$ cat config.mk
export PLATFORM = sky130hd
export DESIGN_NAME = dmem_port_arb
export DESIGN_NICKNAME = d
export VERILOG_FILES = /design/src/rtl/dmem_arb_pkg.sv /design/src/rtl/rr_arb2.sv /design/src/rtl/dmem_port_arb.sv
export SDC_FILE = /design/constraint.sdc
export NUM_CORES = 1
export LEC_CHECK = 0
export CORE_AREA = 5 5 165 167
export CTS_CLUSTER_DIAMETER = 200
export DETAILED_ROUTE_END_ITERATION = 6
export DIE_AREA = 0 0 170 172
export PLACE_DENSITY = 0.71
export SLEW_MARGIN = 10
export SYNTH_ARGS = -nofsm -noshare
export SYNTH_HDL_FRONTEND = slang
export SYNTH_SLANG_ARGS = --single-unit
$ cat constraint.sdc
create_clock -name clk -period 2.66 [get_ports clk]
set_input_delay 0.665 -clock clk [delete_from_list [all_inputs] [get_ports clk]]
set_output_delay 0.665 -clock clk [all_outputs]
set_load 0.02 [all_outputs]
$ cat src/rtl/dmem_arb_pkg.sv
// dmem_arb_pkg: shared types and default widths for the CPU-to-DMEM port arbiter.
`default_nettype none

package dmem_arb_pkg;

  localparam int ADDR_W_DEF  = 11;
  localparam int LINE_W_DEF  = 64;
  localparam int TIMEOUT_DEF = 64;

  typedef enum logic [1:0] {
    IDLE  = 2'd0,
    ISSUE = 2'd1,
    RESP  = 2'd2
  } state_e;

  typedef enum logic {
    OP_RD = 1'b0,
    OP_WR = 1'b1
  } op_e;

endpackage

`default_nettype wire

$ cat src/rtl/rr_arb2.sv
// rr_arb2: two-requester round-robin picker, combinational grant, registered history.
`default_nettype none

module rr_arb2 (
  input  logic       clk,
  input  logic       rst_n,
  input  logic [1:0] req,
  input  logic       accept,
  output logic [1:0] grant
);

  logic last_grant;

  // On a tie the requester that did not win last time goes first.
  always_comb begin
    grant = req;
    if (req == 2'b11) grant = last_grant ? 2'b01 : 2'b10;
  end

  always_ff @(posedge clk or negedge rst_n) begin
    if (!rst_n)      last_grant <= 1'b1;
    else if (accept) last_grant <= grant[1];
  end

endmodule

`default_nettype wire

$ cat src/rtl/dmem_port_arb.sv
// dmem_port_arb: serialises cpu0/cpu1 line accesses onto the single d_mem port,
// returning a per-CPU completion pulse and read line, with a bounded wait on mem_rdy.
`default_nettype none

module dmem_port_arb
  import dmem_arb_pkg::*;
#(
  parameter int ADDR_W  = ADDR_W_DEF,
  parameter int LINE_W  = LINE_W_DEF,
  parameter int TIMEOUT = TIMEOUT_DEF
) (
  input  logic              clk,
  input  logic              rst_n,
  input  logic [ADDR_W-1:0] cpu0_u_addr,
  input  logic              cpu0_u_re,
  input  logic              cpu0_u_we,
  input  logic [LINE_W-1:0] cpu0_d_line,
  output logic              cpu0_u_rdy,
  output logic [LINE_W-1:0] cpu0_u_rd_data,
  input  logic [ADDR_W-1:0] cpu1_u_addr,
  input  logic              cpu1_u_re,
  input  logic              cpu1_u_we,
  input  logic [LINE_W-1:0] cpu1_d_line,
  output logic              cpu1_u_rdy,
  output logic [LINE_W-1:0] cpu1_u_rd_data,
  output logic [ADDR_W-1:0] mem_addr,
  output logic              mem_re,
  output logic              mem_we,
  output logic [LINE_W-1:0] mem_wdata,
  input  logic [LINE_W-1:0] mem_rd_data,
  input  logic              mem_rdy,
  output logic              busy,
  output logic              active_cpu,
  output logic              bus_err
);

  localparam int CNT_W = (TIMEOUT > 2) ? $clog2(TIMEOUT) : 1;
  localparam logic [CNT_W-1:0] CNT_LAST = CNT_W'(TIMEOUT - 1);

  state_e            state;
  state_e            state_nxt;
  op_e               op;
  logic [CNT_W-1:0]  cnt;
  logic [1:0]        req;
  logic [1:0]        grant;
  logic              accept;
  logic              grant_cpu;
  logic              sel_re;
  logic              sel_we;
  logic              timeout_hit;
  logic              issue_done;
  logic [LINE_W-1:0] rd_next;

  assign req         = {cpu1_u_re | cpu1_u_we, cpu0_u_re | cpu0_u_we};
  assign accept      = (state == IDLE) && (req != 2'b00);
  assign grant_cpu   = grant[1];
  assign sel_re      = grant_cpu ? cpu1_u_re : cpu0_u_re;
  assign sel_we      = grant_cpu ? cpu1_u_we : cpu0_u_we;
  assign timeout_hit = (state == ISSUE) && !mem_rdy && (cnt == CNT_LAST);
  assign issue_done  = (state == ISSUE) && (mem_rdy || timeout_hit);
  // An aborted read returns an all-zero line.
  assign rd_next     = mem_rdy ? mem_rd_data : '0;

  rr_arb2 u_arb (
    .clk    (clk),
    .rst_n  (rst_n),
    .req    (req),
    .accept (accept),
    .grant  (grant)
  );

  always_ff @(posedge clk or negedge rst_n) begin
    if (!rst_n) state <= IDLE;
    else        state <= state_nxt;
  end

  always_comb begin
    state_nxt = state;
    case (state)
      IDLE:    if (accept) state_nxt = ISSUE;
      ISSUE:   if (issue_done) state_nxt = RESP;
      RESP:    state_nxt = IDLE;
      default: state_nxt = IDLE;
    endcase
  end

  always_comb begin
    busy       = (state != IDLE);
    cpu0_u_rdy = (state == RESP) && !active_cpu;
    cpu1_u_rdy = (state == RESP) && active_cpu;
  end

  always_ff @(posedge clk or negedge rst_n) begin
    if (!rst_n) begin
      cnt            <= '0;
      op             <= OP_RD;
      active_cpu     <= 1'b0;
      mem_addr       <= '0;
      mem_wdata      <= '0;
      mem_re         <= 1'b0;
      mem_we         <= 1'b0;
      bus_err        <= 1'b0;
      cpu0_u_rd_data <= '0;
      cpu1_u_rd_data <= '0;
    end else if (accept) begin
      cnt        <= '0;
      active_cpu <= grant_cpu;
      mem_addr   <= grant_cpu ? cpu1_u_addr : cpu0_u_addr;
      mem_wdata  <= grant_cpu ? cpu1_d_line : cpu0_d_line;
      // Read and write together from one CPU is a write.
      mem_we     <= sel_we;
      mem_re     <= sel_re & ~sel_we;
      op         <= sel_we ? OP_WR : OP_RD;
    end else if (state == ISSUE) begin
      if (issue_done) begin
        mem_re <= 1'b0;
        mem_we <= 1'b0;
        if (timeout_hit) bus_err <= 1'b1;
        if (op == OP_RD) begin
          if (active_cpu) cpu1_u_rd_data <= rd_next;
          else            cpu0_u_rd_data <= rd_next;
        end
      end else begin
        cnt <= cnt + CNT_W'(1);
      end
    end
  end

endmodule

`default_nettype wire

After elaboration in Yosys (flattened, before gate mapping)
Index checks and enable logic that the tools add are counted.
{ "op_classes": {"mux": 18, "add_sub_neg": 1, "n_eq_ne": 7, "n_bitwise": 7, "n_reduce_logical": 20} }
{ "ops": {"columns": ["cell", "n"], "rows": [
  ["$mux 64", 2],
  ["$mux 6", 3],
  ["$mux 11", 1],
  ["$reduce_and 5->1", 2],
  ["$mux 2", 4],
  ["$reduce_bool 2->1", 4],
  ["$mux 1", 7],
  ["$add 6x1->6 const B", 1],
  ["$eq 6x6->1 const B", 1],
  ["$logic_and 1x1->1", 6],
  ["$ne 2x2->1 const B", 3],
  ["$reduce_and 2->1", 3],
  ["$eq 2x2->1 const B", 2],
  ["$not 1->1", 4],
  ["$pmux 2 s2", 1],
  ["$reduce_and 4->1", 1],
  ["$eq 2x1->1 const B", 1],
  ["$logic_not 1->1", 2],
  ["$logic_not 2->1", 1],
  ["$or 1x1->1", 2],
  ["$and 1x1->1", 1],
  ["$logic_or 1x1->1", 1]
]} }
{ "word_totals": {"elab_cells": 65, "ff_bits": 217, "inputBits": 221, "output_inout_bits": 210} }

Longest topological paths before layout
{ "depth": {"ltp_word": 8, "mapped_depth": 8} }

By module
Synthesis repeated with hierarchy kept, for this count alone.
{ "hier_totals": {"cells_unflattened": 738, "area_unflattened_um2": 9480.3} }
{ "by_module_without_submodules": {"columns": ["module", "cells_each", "n_inst", "area_per_inst_um2"], "rows": [
  ["dmem_port_arb", 733, 1, 9416.5],
  ["rr_arb2", 5, 1, 63.8]
]} }

Worst setup path before layout
No wires, ideal clock.
{ "synth_timing": {"kind": "input-to-reg", "startpoint": "in cpu1_u_we", "endpoint": "reg mem_re", "path_stages": 6, "setup_ps": 94, "path_slack_ps": 927, "t_arrival_ps": 1639, "required_ps": 2566, "path_cell_list": "nor4_4 > nand2b_1 > buf_6 > buf_6 > nand2_1 > a221oi_2"} }
{ "synth_between": {"elab_chain_cells": 7} }
{ "synth_rtl": {"columns": ["item", "line_no", "text"], "rows": [
  ["start, declared", "dmem_port_arb.sv:22", "input logic cpu1_u_we,"],
  ["$or 1x1->1", "dmem_port_arb.sv:54", "assign req = {cpu1_u_re | cpu1_u_we, cpu0_u_re | cpu0_u_we};"],
  ["$eq 2x2->1", "rr_arb2.sv:17", "if (req == 2'b11) grant = last_grant ? 2'b01 : 2'b10;"],
  ["$mux 2", "rr_arb2.sv:17", null],
  ["$mux 1", "dmem_port_arb.sv:58", "assign sel_we = grant_cpu ? cpu1_u_we : cpu0_u_we;"],
  ["$not 1->1", "dmem_port_arb.sv:112", "mem_re <= sel_re & ~sel_we;"],
  ["$and 1x1->1", "dmem_port_arb.sv:112", null],
  ["$mux 1", "dmem_port_arb.sv:105", "end else if (accept) begin"],
  ["end signal, assigned", "dmem_port_arb.sv:112", null],
  ["end, declared", "dmem_port_arb.sv:27", "output logic mem_re,"]
]} }
Several ways; a longest one is shown, not always the timed one.
A chain may end at the register's enable or synchronous reset.

Final worst setup path
{ "layout_timing": {"startpoint": "reg state[0]", "endpoint": "out cpu1_u_rdy"} }
{ "layout_between": {"elab_chain_cells": 2} }
{ "layout_rtl": {"columns": ["item", "line_no", "text"], "rows": [
  ["start, declared", "dmem_port_arb.sv:40", "state_e state;"],
  ["start signal, assigned", "dmem_port_arb.sv:74", "else state <= state_nxt;"],
  ["$eq 2x2->1", "dmem_port_arb.sv:90", "cpu1_u_rdy = (state == RESP) && active_cpu;"],
  ["$logic_and 1x1->1", "dmem_port_arb.sv:90", null],
  ["end, declared", "dmem_port_arb.sv:24", "output logic cpu1_u_rdy,"]
]} }
Every way passes these cells.

==> flow_summary.toml <==
[power]
intPower_mw = 11.4
seq_power_share_pct = 32.2
p_per_area_nw_per_um2 = 1260
clkPwrFrac_pct = 19.3
switching_power_mw = 6.73
netSwitchingFraction_pct = 37.1
power_mw = 18.1
pwr-share-comb_pct = 48.6
peakVddDrop_uv = 870
leakage_nw = 6.44

[grt]
grt_use_total_pct = 19.2
grt_antenna_before_repair = 5
grt_pass1_wl_mm = 44.3
grt_max_degree = 73
grt_remaining_overflow = 0
grt_pass1_vias = 7453

[finish]
register_area_um2 = 5430
multi_input_area_um2 = 2980
final_cell_mix = "clkdlybuf4s50_1 (428), dfrtp_1 (215), a22o_1 (128)"
fillCellCount = 2207
layout_commonest_cell = "clkdlybuf4s50_1"
fin_util_pct = 56.0
area_growth_pct = 64.5
drive_above_1_share_pct = 6.97
fin_nets = 1337

[sta]
min_period_over_period_pct = 95.2
max_freq_mhz = 395
rsz0062_at_grt = "false"
worstMarginPinSlew_ps = 575
drv_slew = 0
finalWorstSetupSlack_ps = 129
min_period_ps = 2530
hold_viol = 0
relSlewSlack_pct = 61.7
setup_tns_ps = 0
finClkSkew_ps = 8.37
setup-violations-final = 0

[setup_path]
cp_max_fo = 9
slowest_stage = "clkdlybuf4s50_1"
critPathMaxStageDelay_ps = 600
start_kind = "flip-flop"
cp_num_buf_inv = 1
worstPathArrival_ps = 1870
path_cells = "and3b_1, clkdlybuf4s50_1"
crit_type = "reg2out"
cp_top_family = "buffers and inverters"
worstPathRequired_ps = 2000
end_kind = "primary output"

[floorplan]
dieArea_um2 = 29200
die-height_um = 172
die_width_um = 170
start_util_pct = 34.0
io_pins = 431
core_um2 = 25600
rows = 59

[routing]
drtIter0Drc = 484
vias = 7306
first_pass_iters = 4
vias_per_cell = 4.97
drt-wirelength-per-cell_um = 20.3
ant_nets = 0
drcViolationCount = 0
wl_mm = 29.8

[clock_tree]
clockBufferDepth = 3
h-tree-depth = 1
cts_tree = "yes"
insertion_delay_ps = 510
clk_pin_slew_ps = 60
clock-sinks = 217
root_buffer = "clkbuf_16"
numCtsBuffers = 24
ctsHoldBuffers = 0

[synth]
syn_inst = 690
synth_ff_type = "dfrtp_1"
synth-seq-cells = 217
syn_area_um2 = 8720
synthAdderAreaFrac_pct = 0.144
synth_cell_type_count = 43
async_flop_share_pct = 100
synth_top_family_by_area = "compound AO/OA/AOI/OAI gates"
synth_xor_area_share_pct = 0.100
syn-num-nets = 912
synthMuxAreaShare_pct = 8.84
synth-compound-area-share_pct = 18.8
synth-warning-count = 0
yosysSeqAreaShare_pct = 62.3
synth.avg_cell_area_um2 = 12.6
synthSimpleGateAreaFrac_pct = 6.08
synth_edf_count = 0

[placement]
port_buffers = 430
place_ws_ps = 173
dp_hpwl_mm = 22.3
gp_congestion = 0.810

[run]
maxCapViolations = 0

[status]
status = "completed"

[min_path]
hold_path_class = "in2async"
[synthesized netlist by cell type (2+ instances only)]
cell | count | share of area [%]
buf_6 | 3 | 0.39
buf_2 | 24 | 1.4
nand3b_1 | 2 | 0.17
nand3_1 | 2 | 0.11
dfrtp_1 | 216 | 62
o21ai_0 | 66 | 3.8
inv_1 | 3 | 0.13
mux2i_1 | 77 | 8.8
clkbuf_2 | 5 | 0.29
and3_1 | 2 | 0.14
buf_4 | 14 | 1.2
o21ai_1 | 14 | 0.80
nand2b_1 | 2 | 0.14
nor3_1 | 2 | 0.11
nand2_1 | 82 | 3.5
nor2_1 | 8 | 0.34
o21ai_2 | 2 | 0.20
clkbuf_1 | 8 | 0.34
a22o_1 | 128 | 13
a21oi_1 | 7 | 0.40
[layer usage]
layer  GRT usage [%]  share of wire, %
met1            23.3                37
met2            32.5                49
met3            7.02                11
met4            5.24               2.6
met5               0              0.14
[power by group through the flow]
stage	Clock (mW)	Combinational, mW	Sequential (mW)
floorplan	0	2.52	7.61
global placement	0	8.78	5.82
detailed placement	0	8.89	5.86
CTS	3.60	8.92	5.83
global route	3.73	9.31	6.05
finish	3.49	8.80	5.83
[layout make-up]
| type | instances | area share (%) |
|---|---|---|
| Inverter | 3 | 0.0785 |
| Antenna cell | 1 | 0.0175 |
| Sequential cell | 217 | 37.9 |
| Clock buffer | 35 | 5.04 |
| Clock inverter | 9 | 0.838 |
| Timing Repair Buffer | 453 | 32.4 |
| Tap cell | 335 | 2.92 |
| Multi-Input combinational cell | 416 | 20.8 |
[cell families (layout without fill, tap and decap cells)]
kind of cell / after synthesis / count (layout)
compound gates: 224 / 224
xor+xnor: 1 / 1
fa+ha+maj: 1 / 1
buf+inv: 57 / 500
flops: 217 / 217
mux: 77 / 77
other cells: 0 / 1
simple gates: 113 / 113
[repair_timing]
item                                    4_1_cts  5_1_grt
setup buffers                                 0        0
resized for setup                             0        2
endpoints found under the setup margin        0        1
[through the flow]
step | hold slack, ps | std cells | cell area (um2)
after CTS | 130 | 1468 | 14300
after detailed placement | 469 | 1424 | 13500
final | 116 | 1469 | 14300
after global routing | 157 | 1469 | 14300
after floorplan | 369 | 690 | 8720
after global placement | 456 | 1424 | 13500
[worst paths after layout]
| path | startpoint | end | slack, ps | cells after the start |
|---|---|---|---|---|
| worst max-delay path | state[0] | cpu1_u_rdy | 130 | 2 |
| worst min-delay path | rst_n | cpu0_u_rd_data[40] | 120 | 1 |
| worst max register to register | cnt[0] | cpu0_u_rd_data[33] | 800 | 6 |
| worst min register to register | mem_wdata[63] | mem_wdata[63] | 470 | 2 |
| max in group asynchronous | rst_n | u_arb.last_grant | 1820 | 2 |
| min in group clk | mem_wdata[63] | mem_wdata[63] | 470 | 2 |
[registers in the layout (all words and copies together) (netlist names)]
signal	cells
state	2
cpu1_u_rd_data	64
mem_addr	11
cnt	6
active_cpu	1
mem_we	1
mem_re	1
bus_err	1
op	1
u_arb.last_grant	1
cpu0_u_rd_data	64
mem_wdata	64
Note: power is estimated with default switching activity, not from simulation.
